[src/rtl/reg_wb_ctrl.sv]
// Register-file writeback controller: arbitrates ALU/mem results into a FIFO and keeps per-register pending-write counters.
// Optional same-cycle bypass into an empty FIFO when WB_BYPASS_EN is defined.
module reg_wb_ctrl #(
  parameter int DEPTH  = 4,
  parameter int PEND_W = 2
) (
  input  logic                     i_clk,
  input  logic                     i_rst_n,
  input  logic                     i_alu_valid,
  output logic                     o_alu_ready,
  input  logic [4:0]               i_alu_rd,
  input  logic [31:0]              i_alu_data,
  input  logic                     i_mem_valid,
  output logic                     o_mem_ready,
  input  logic [4:0]               i_mem_rd,
  input  logic [31:0]              i_mem_data,
  input  logic                     i_wb_stall,
  input  logic                     i_issue_valid,
  input  logic [4:0]               i_issue_rd,
  output logic                     o_issue_ready,
  output logic [4:0]               o_WA,
  output logic [31:0]              o_WD,
  output logic                     o_WE,
  output logic [31:0]              o_busy,
  output logic [$clog2(DEPTH):0]   o_count
);
  localparam int PW = $clog2(DEPTH);
  localparam int CW = PW + 1;
  localparam logic [PEND_W-1:0] CNT_MAX = '1;

  logic [4:0]        rd_q   [DEPTH];
  logic [4:0]        rd_d   [DEPTH];
  logic [31:0]       data_q [DEPTH];
  logic [31:0]       data_d [DEPTH];
  logic [PW-1:0]     wptr_q, wptr_d, rptr_q, rptr_d;
  logic [CW-1:0]     count_q, count_d;
  logic [PEND_W-1:0] cnt_q  [32];
  logic [PEND_W-1:0] cnt_d  [32];

  logic        empty, full, mem_hs, alu_hs, hs, push, pop, byp, issue_inc;
  logic [4:0]  in_rd;
  logic [31:0] in_data;

  assign empty       = (count_q == '0);
  assign full        = (count_q == CW'(DEPTH));
  // Ready looks only at occupancy, so a full FIFO refuses input even while popping.
  assign o_mem_ready = !full;
  assign o_alu_ready = !full && !i_mem_valid;
  assign mem_hs      = i_mem_valid && o_mem_ready;
  assign alu_hs      = i_alu_valid && o_alu_ready;
  assign hs          = mem_hs || alu_hs;
  assign in_rd       = mem_hs ? i_mem_rd   : i_alu_rd;
  assign in_data     = mem_hs ? i_mem_data : i_alu_data;

`ifdef WB_BYPASS_EN
  assign byp = empty && !i_wb_stall && hs && (in_rd != 5'd0);
`else
  assign byp = 1'b0;
`endif

  assign push    = hs && (in_rd != 5'd0) && !byp;
  assign pop     = !empty && !i_wb_stall;
  assign o_count = count_q;

  always_comb begin
    o_WE = pop || byp;
    o_WA = '0;
    o_WD = '0;
    if (pop) begin
      o_WA = rd_q[rptr_q];
      o_WD = data_q[rptr_q];
    end else if (byp) begin
      o_WA = in_rd;
      o_WD = in_data;
    end
  end

  assign o_issue_ready = (i_issue_rd == 5'd0) || (cnt_q[i_issue_rd] != CNT_MAX);
  assign issue_inc     = i_issue_valid && o_issue_ready && (i_issue_rd != 5'd0);

  always_comb begin
    rd_d    = rd_q;
    data_d  = data_q;
    wptr_d  = wptr_q;
    rptr_d  = rptr_q;
    count_d = count_q + CW'(push) - CW'(pop);
    if (push) begin
      rd_d[wptr_q]   = in_rd;
      data_d[wptr_q] = in_data;
      wptr_d         = wptr_q + 1'b1;
    end
    if (pop) rptr_d = rptr_q + 1'b1;
    // Issue and retire on the same register cancel; a retire at zero holds.
    for (int r = 0; r < 32; r++) begin
      cnt_d[r] = cnt_q[r];
      if (issue_inc && i_issue_rd == 5'(r) && !(o_WE && o_WA == 5'(r)))
        cnt_d[r] = cnt_q[r] + 1'b1;
      else if (o_WE && o_WA == 5'(r) && !(issue_inc && i_issue_rd == 5'(r)) && cnt_q[r] != '0)
        cnt_d[r] = cnt_q[r] - 1'b1;
    end
  end

  always_comb begin
    o_busy = '0;
    for (int r = 1; r < 32; r++) o_busy[r] = (cnt_q[r] != '0);
  end

  always_ff @(posedge i_clk or negedge i_rst_n) begin
    if (!i_rst_n) begin
      for (int i = 0; i < DEPTH; i++) begin
        rd_q[i]   <= '0;
        data_q[i] <= '0;
      end
      for (int r = 0; r < 32; r++) cnt_q[r] <= '0;
      wptr_q  <= '0;
      rptr_q  <= '0;
      count_q <= '0;
    end else begin
      rd_q    <= rd_d;
      data_q  <= data_d;
      cnt_q   <= cnt_d;
      wptr_q  <= wptr_d;
      rptr_q  <= rptr_d;
      count_q <= count_d;
    end
  end

  a_no_underflow: assert property (@(posedge i_clk) disable iff (!i_rst_n)
    o_WE |-> (cnt_q[o_WA] != '0));

endmodule

[config.mk]
export PLATFORM = sky130hd
export DESIGN_NAME = reg_wb_ctrl
export DESIGN_NICKNAME = d
export VERILOG_FILES = /design/src/rtl/reg_wb_ctrl.sv
export SDC_FILE = /design/constraint.sdc
export NUM_CORES = 1
export LEC_CHECK = 0
export ABC_AREA = 1
export BUFFER_PORTS_ARGS = -buffer_cell sky130_fd_sc_hd__buf_2
export CORE_MARGIN = 1
export CORE_UTILIZATION = 45
export CTS_BUF_LIST = sky130_fd_sc_hd__clkbuf_4 sky130_fd_sc_hd__clkbuf_8
export DETAILED_ROUTE_END_ITERATION = 6
export SYNTH_ARGS = -nofsm -noshare
export SYNTH_HDL_FRONTEND = slang
export SYNTH_SLANG_ARGS = --single-unit
[constraint.sdc]
create_clock -name i_clk -period 4.76 [get_ports i_clk]
set_input_delay 0 -clock i_clk [delete_from_list [all_inputs] [get_ports i_clk]]
set_output_delay 0 -clock i_clk [all_outputs]
set_load 0.005 [all_outputs]
## After elaboration in Yosys (flattened, before gate mapping)

Index checks and enable logic that the tools add are counted.

- Latch bits: 0
- Output and inout port bits: 76
- Register bits: 219
- Bits in read-only memories: 0
- Input bits: 85
- Logic and storage cells: 572
- Bits in writable memories: 0
- Memories: 0

- Magnitude comparators: 4
- Multiply operators: 0
- Reduce and logical (&&, ||, !) cells: 307
- Add/sub/neg operators: 68
- Shift operators: 0
- Div/mod/pow operators: 0
- Bitwise logic cells: 3
- Equal/unequal tests: 64
- Mux-type cells: 83

Operator list:

| operator | count |
|---|---|
| 1-bit logical AND | 168 |
| 5-bit == test, second input constant | 32 |
| 32-bit 2-to-1 mux | 5 |
| 2-bit 2-to-1 mux | 66 |
| 128-bit bitwise mux | 1 |
| 2-bit nonzero test | 64 |
| 5-bit by 4-bit == test with 1-bit output, second input constant | 16 |
| 2-bit by 1-bit adder with 2-bit output, second input constant | 34 |
| 1-bit logical NOT | 68 |
| 32-bit binary-select mux with 2-bit select | 1 |
| 32-bit demux with 2-bit select | 1 |
| 2-bit by 1-bit subtractor with 2-bit output, second input constant | 32 |
| 5-bit by 3-bit == test with 1-bit output, second input constant | 8 |
| 5-bit 2-to-1 mux | 5 |
| 20-bit bitwise mux | 1 |
| 5-bit by 2-bit == test with 1-bit output, second input constant | 4 |
| 2-bit binary-select mux with 5-bit select | 1 |
| 5-bit binary-select mux with 2-bit select | 1 |
| 5-bit demux with 2-bit select | 1 |
| 5-bit by 1-bit == test with 1-bit output, second input constant | 2 |
| 5-bit logical NOT | 2 |
| 5-bit nonzero test | 2 |
| 3-bit greater-or-equal comparator, second input constant | 2 |
| 6-bit greater-or-equal comparator, second input constant | 1 |
| other kinds (9) | 11 |

## Logic depth before layout (Yosys ltp)

- Word-level depth: 14
- Depth in mapped cells: 19

## Least setup slack after synthesis

No wires, ideal clock.

- Kind: register to register
- Start point: register count_q[1] (netlist: o_count[1])
- End point: register count_q[2] (netlist: o_count[2])
- Stages on the path, launching flop included: 19
- Period minus slack after synthesis: 2.726 ns
- Slack: 2.034 ns
- Data arrival time: 2.603 ns
- Path through: dfrtp_1 inv_1 nand2_1 nor2_2 inv_2 nand2_2 buf_6 nand2_1 nand2_2 nor2_1 a31o_4 buf_6 buf_6 ha_1 inv_1 ha_1 inv_1 fa_1 xnor2_1

- Word-level cells in the longest chain between the ends: 8
- Elaborated cells between the ends (all ways): 14
- Those cells by class: 2 x add/sub; 1 x eq/ne; 1 x mux; 10 x reduce/logical

RTL lines:

| element | line | source |
|---|---|---|
| start: declaration | 36 | `logic [CW-1:0] count_q, count_d;` |
| start signal: assignment | 124 | `count_q <= count_d;` |
| 3-bit == test (*) | 45 | `assign full = (count_q == CW'(DEPTH));` |
| 1-bit logical NOT (*) | 47 | `assign o_mem_ready = !full;` |
| named net o_mem_ready | 14 | `output logic o_mem_ready,` |
| 1-bit logical AND, on equally long branches | 49, 48 |  |
| 5-bit 2-to-1 mux or 1-bit logical AND (tied branches) | 52, 50 |  |
| 5-bit nonzero test or 1-bit logical OR (tied branches) | 61, 51 |  |
| 1-bit logical AND (*) | 61 | `assign push = hs && (in_rd != 5'd0) && !byp;` |
| 3-bit by 1-bit adder with 3-bit output (*) | 86 | `count_d = count_q + CW'(push) - CW'(pop);` |
| 3-bit by 1-bit subtractor with 3-bit output (*) | 86 |  |
| named net count_d[2] | 36 |  |

Mark *: on every way through the listed nets, which the timed path passes. The rest lies on a longest branch.
A chain may end at the register's enable or synchronous reset.

## Final worst setup path

- Start point: register count_q[1] (netlist: o_count[1])
- End point: register count_q[2] (netlist: o_count[2])

- Word-level cells in the longest chain between the ends: 8
- Elaborated cells between the ends (all ways): 14
- Those cells by class: 2 x add/sub; 1 x eq/ne; 1 x mux; 10 x reduce/logical

RTL lines:

| element | line |
|---|---|
| 3-bit == test | 45 |
| 1-bit logical NOT | 47, 48 |
| 1-bit logical AND, on equally long branches | 49, 48 |
| 5-bit 2-to-1 mux or 1-bit logical AND (tied branches) | 52, 50 |
| 5-bit nonzero test or 1-bit logical OR (tied branches) | 61, 51 |
| 1-bit logical AND | 61 |
| 3-bit by 1-bit adder with 3-bit output | 86 |
| 3-bit by 1-bit subtractor with 3-bit output (*) | 86 |
| named net count_d[2] | 36 |

Marked as above.

==> flow_metrics.tcl <==
set metrics [dict create \
    status "finished, final reports clean" \
    crit_start "o_count[1]$_DFF_PN0_" \
    peakVddDrop_mv 0.315 \
    final-setup-viol-count 0 \
    fin_util 0.548 \
    row_count 61 \
    wire_per_inst_um 15.8 \
    synth_edf_count 0 \
    critPathRequiredTime_ns 5.19 \
    slew-limit-headroom 0.298 \
    grt_usage 0.261 \
    clock_power_share 0.195 \
    fin_setup_tns_ns 0 \
    io_pins 161 \
    die-area_um2 29400 \
    total_power_mw 9.40 \
    mostFrequentLayoutCells "nand2_1 (529), dfrtp_1 (218), inv_1 (199), buf_2 (158), o21ai_0 (135)" \
    yosys_register_bits 219 \
    swShare 0.434 \
    htreeDepth 2 \
    whs_ns 0.0943 \
    min_period_ns 3.63 \
    end_kind "flip-flop" \
    die_y_um 171 \
    dr_wl_met2_um 18300 \
    routed_wl_um 37400 \
    drive_gt1_frac 0.181 \
    path_clk_slew_ns 0.06 \
    cp.arrival_ns 4.06 \
    seqPwrFrac 0.344 \
    ctsLongestPathBuffers 3 \
    globalRoute.totalOverflow 0 \
    fillCellCount 2746 \
    min_from "i_issue_valid" \
    cts.sinks 219 \
    viasPerCell 5.23 \
    critPathMaxStageDelay_ns 0.61 \
    power_density_nw_per_um2 612 \
    final_cell_area_um2 15400 \
    core-area_um2 28000 \
    drc 0 \
    finClkSkew_ns 0.0185 \
    grt_antenna_before_repair 0 \
    n_antenna_cell 0 \
    ys_types 32 \
    crit_path_frequent_cell "inv_1" \
    async_reset_ff_frac 1.00 \
    yosys_warnings 0 \
    die_w_um 171 \
    portBuffers 159 \
    vias 12364 \
    dpl_cell_area_um2 13800 \
    first_iter_violations 892 \
    wl_met3_um 1890 \
    area_growth_pct 19.0 \
    p_sw_mw 4.08 \
    crit_fanout 43 \
    avgSynthCellArea_um2 7.31 \
    grt_max_degree 116 \
    finalCritPeriodShare 0.763 \
    met1Wirelength_um 16200 \
    intPower_mw 5.32 \
    initial_core_util 0.461 \
    postRouteAntennaNets 0 \
    tritoncts "done" \
    ff2ff_path_depth 17 \
    total_leakage_power_nw 7.69 \
    synth_ff_type "dfrtp_1" \
    synthCells 1766 \
    root_buffer "clkbuf_8" \
    cap_violations 0 \
    final_common_cell "nand2_1" \
    crit_chain "inv_1 > nand2_1 > nor2_2 > inv_2 > nand2_2 > nand2_1 > o21ai_1 > dlygate4sd3_1 > inv_1 > nor2_1 > a31o_4 > ha_1 > inv_1 > ha_1 > inv_1 > fa_1 > xnor2_1" \
    rsz0062_at_grt "no" \
    drv_slew 0 \
    dpl.hpwl_um 23200 \
    worstHoldPathType "in2reg" \
    hold_depth 5 \
    syn_nets 1859 \
    drt_first_pass_iters 5 \
    highest_layer "met4" \
    max_freq_mhz 275 \
    synth_seq_area_share 0.425 \
    start_kind "flip-flop" \
    nets 2057 \
    clk-insertion-delay-late_ns 0.56 \
    hold_violations 0 \
    reg2reg_from "o_count[1]$_DFF_PN0_" \
    grt_pass1_wl_um 60800 \
    cts_inserted_buffers 40 \
    grt_pass1_vias 12007 \
    syn_area_um2 12900 \
    cp_slowest_cell "dlygate4sd3_1" \
    gp_congestion 0.908 \
    tightestPinTransition_ns 1.05 \
    p_comb_frac 0.461 \
    path_class "reg2reg" \
]
## layout make-up
cell class	instances	area, um2	area share
repair buffers	252	1720	0.112
inverters	209	785	0.0511
clock buffers	61	771	0.0502
flip-flops and latches	219	5480	0.357
clock inverters	4	37.5	0.00244
multi-input cells	1242	6090	0.397
well taps	378	473	0.0308
## worst max-delay path, delay by kind of cell, from the launching register on
kind	cells	cell delay (ns)
buffers and inverters	6	0.94
adders and majority gates	3	0.87
AOI/OAI and AO/OA	2	0.68
DFF	1	0.45
and+or+nand+nor	5	0.45
xor gates and xnor gates	1	0.14
## stage by stage
step / setup slack (ns) / instances
after floorplan: 2.03 / 1766
after global placement: 1.33 / 2224
after detailed placement: 1.27 / 2224
after CTS: 1.10 / 2365
after global routing: 0.851 / 2365
final: 1.13 / 2365
## power groups by stage
stage               combinational, mW  sequential, mW  clock [mW]
detailed placement               4.23            3.26           0
global route                     4.93            3.35        1.96
floorplan                        3.12            3.08           0
global placement                 4.15            3.23           0
CTS                              4.35            3.23        1.88
finish                           4.33            3.24        1.84
## metal layers
metal,up-vias,track usage
li1,6137,-
met1,5780,0.333
met2,365,0.459
met3,82,0.0308
met4,0,0.0850
met5,-,0
## kinds of logic (layout without fill, tap and decap cells)
logic type,Yosys count,in the layout,share of synthesized area
AND/OR/NAND/NOR,817,817,0.276
buffers and inverters,305,526,0.104
multiplexers,32,32,0.0279
XOR/XNOR,5,5,0.00339
flip-flops,219,219,0.425
adder cells (fa/ha/maj),8,8,0.00834
other,1,1,0.000291
AO/OA/AOI/OAI,379,379,0.156
## repair_timing
item | 4_1_cts | 5_1_grt
hold buffers | 76 | 0
hold endpoints to repair | 253 | 0
gates resized for setup | 0 | 0
buffers inserted | 0 | 0
## state kept, by name, summed over array words and instances (netlist names)
signal,cells
rd_q,20
cnt_q,64
wptr_q,2
rptr_q,2
o_count,3
data_q,128
## synth_stat cells, types with 3 or more instances
cell      number  area share
o21ai_1      101       0.039
nor3_1        34       0.013
inv_2          7      0.0020
buf_4          9      0.0052
dfrtp_1      219        0.42
o21ai_2       25       0.017
inv_1        200       0.058
o21ai_0      135       0.052
nand3_2       12      0.0093
xor2_1         3      0.0020
ha_1           7      0.0068
clkbuf_1      34      0.0099
buf_1          6      0.0017
nand4_1       39       0.019
nor2_1        42       0.012
buf_6         16       0.014
o21a_1         4      0.0023
or2_2         13      0.0063
a21oi_1      113       0.044
nand2_2       15      0.0073
nand3_1      121       0.047
nor2_2         9      0.0044
nand2_1      529        0.15
mux2_2        32       0.028
buf_2         31       0.012
## worst paths after layout
kind / endpoint / slack [ns]
min in group asynchronous: cnt_q[21]$_DFFE_PN0P_ / 0.13
hold / removal: cnt_q[31]$_DFFE_PN0P_ / 0.09
max in group asynchronous: data_q[81]$_DFFE_PN0P_ / 3.47
setup reg to reg: o_count[2]$_DFF_PN0_ / 1.13
hold reg to reg: data_q[107]$_DFFE_PN0P_ / 0.47
setup / recovery: o_count[2]$_DFF_PN0_ / 1.13
Note: power is estimated with default switching activity, not from simulation.
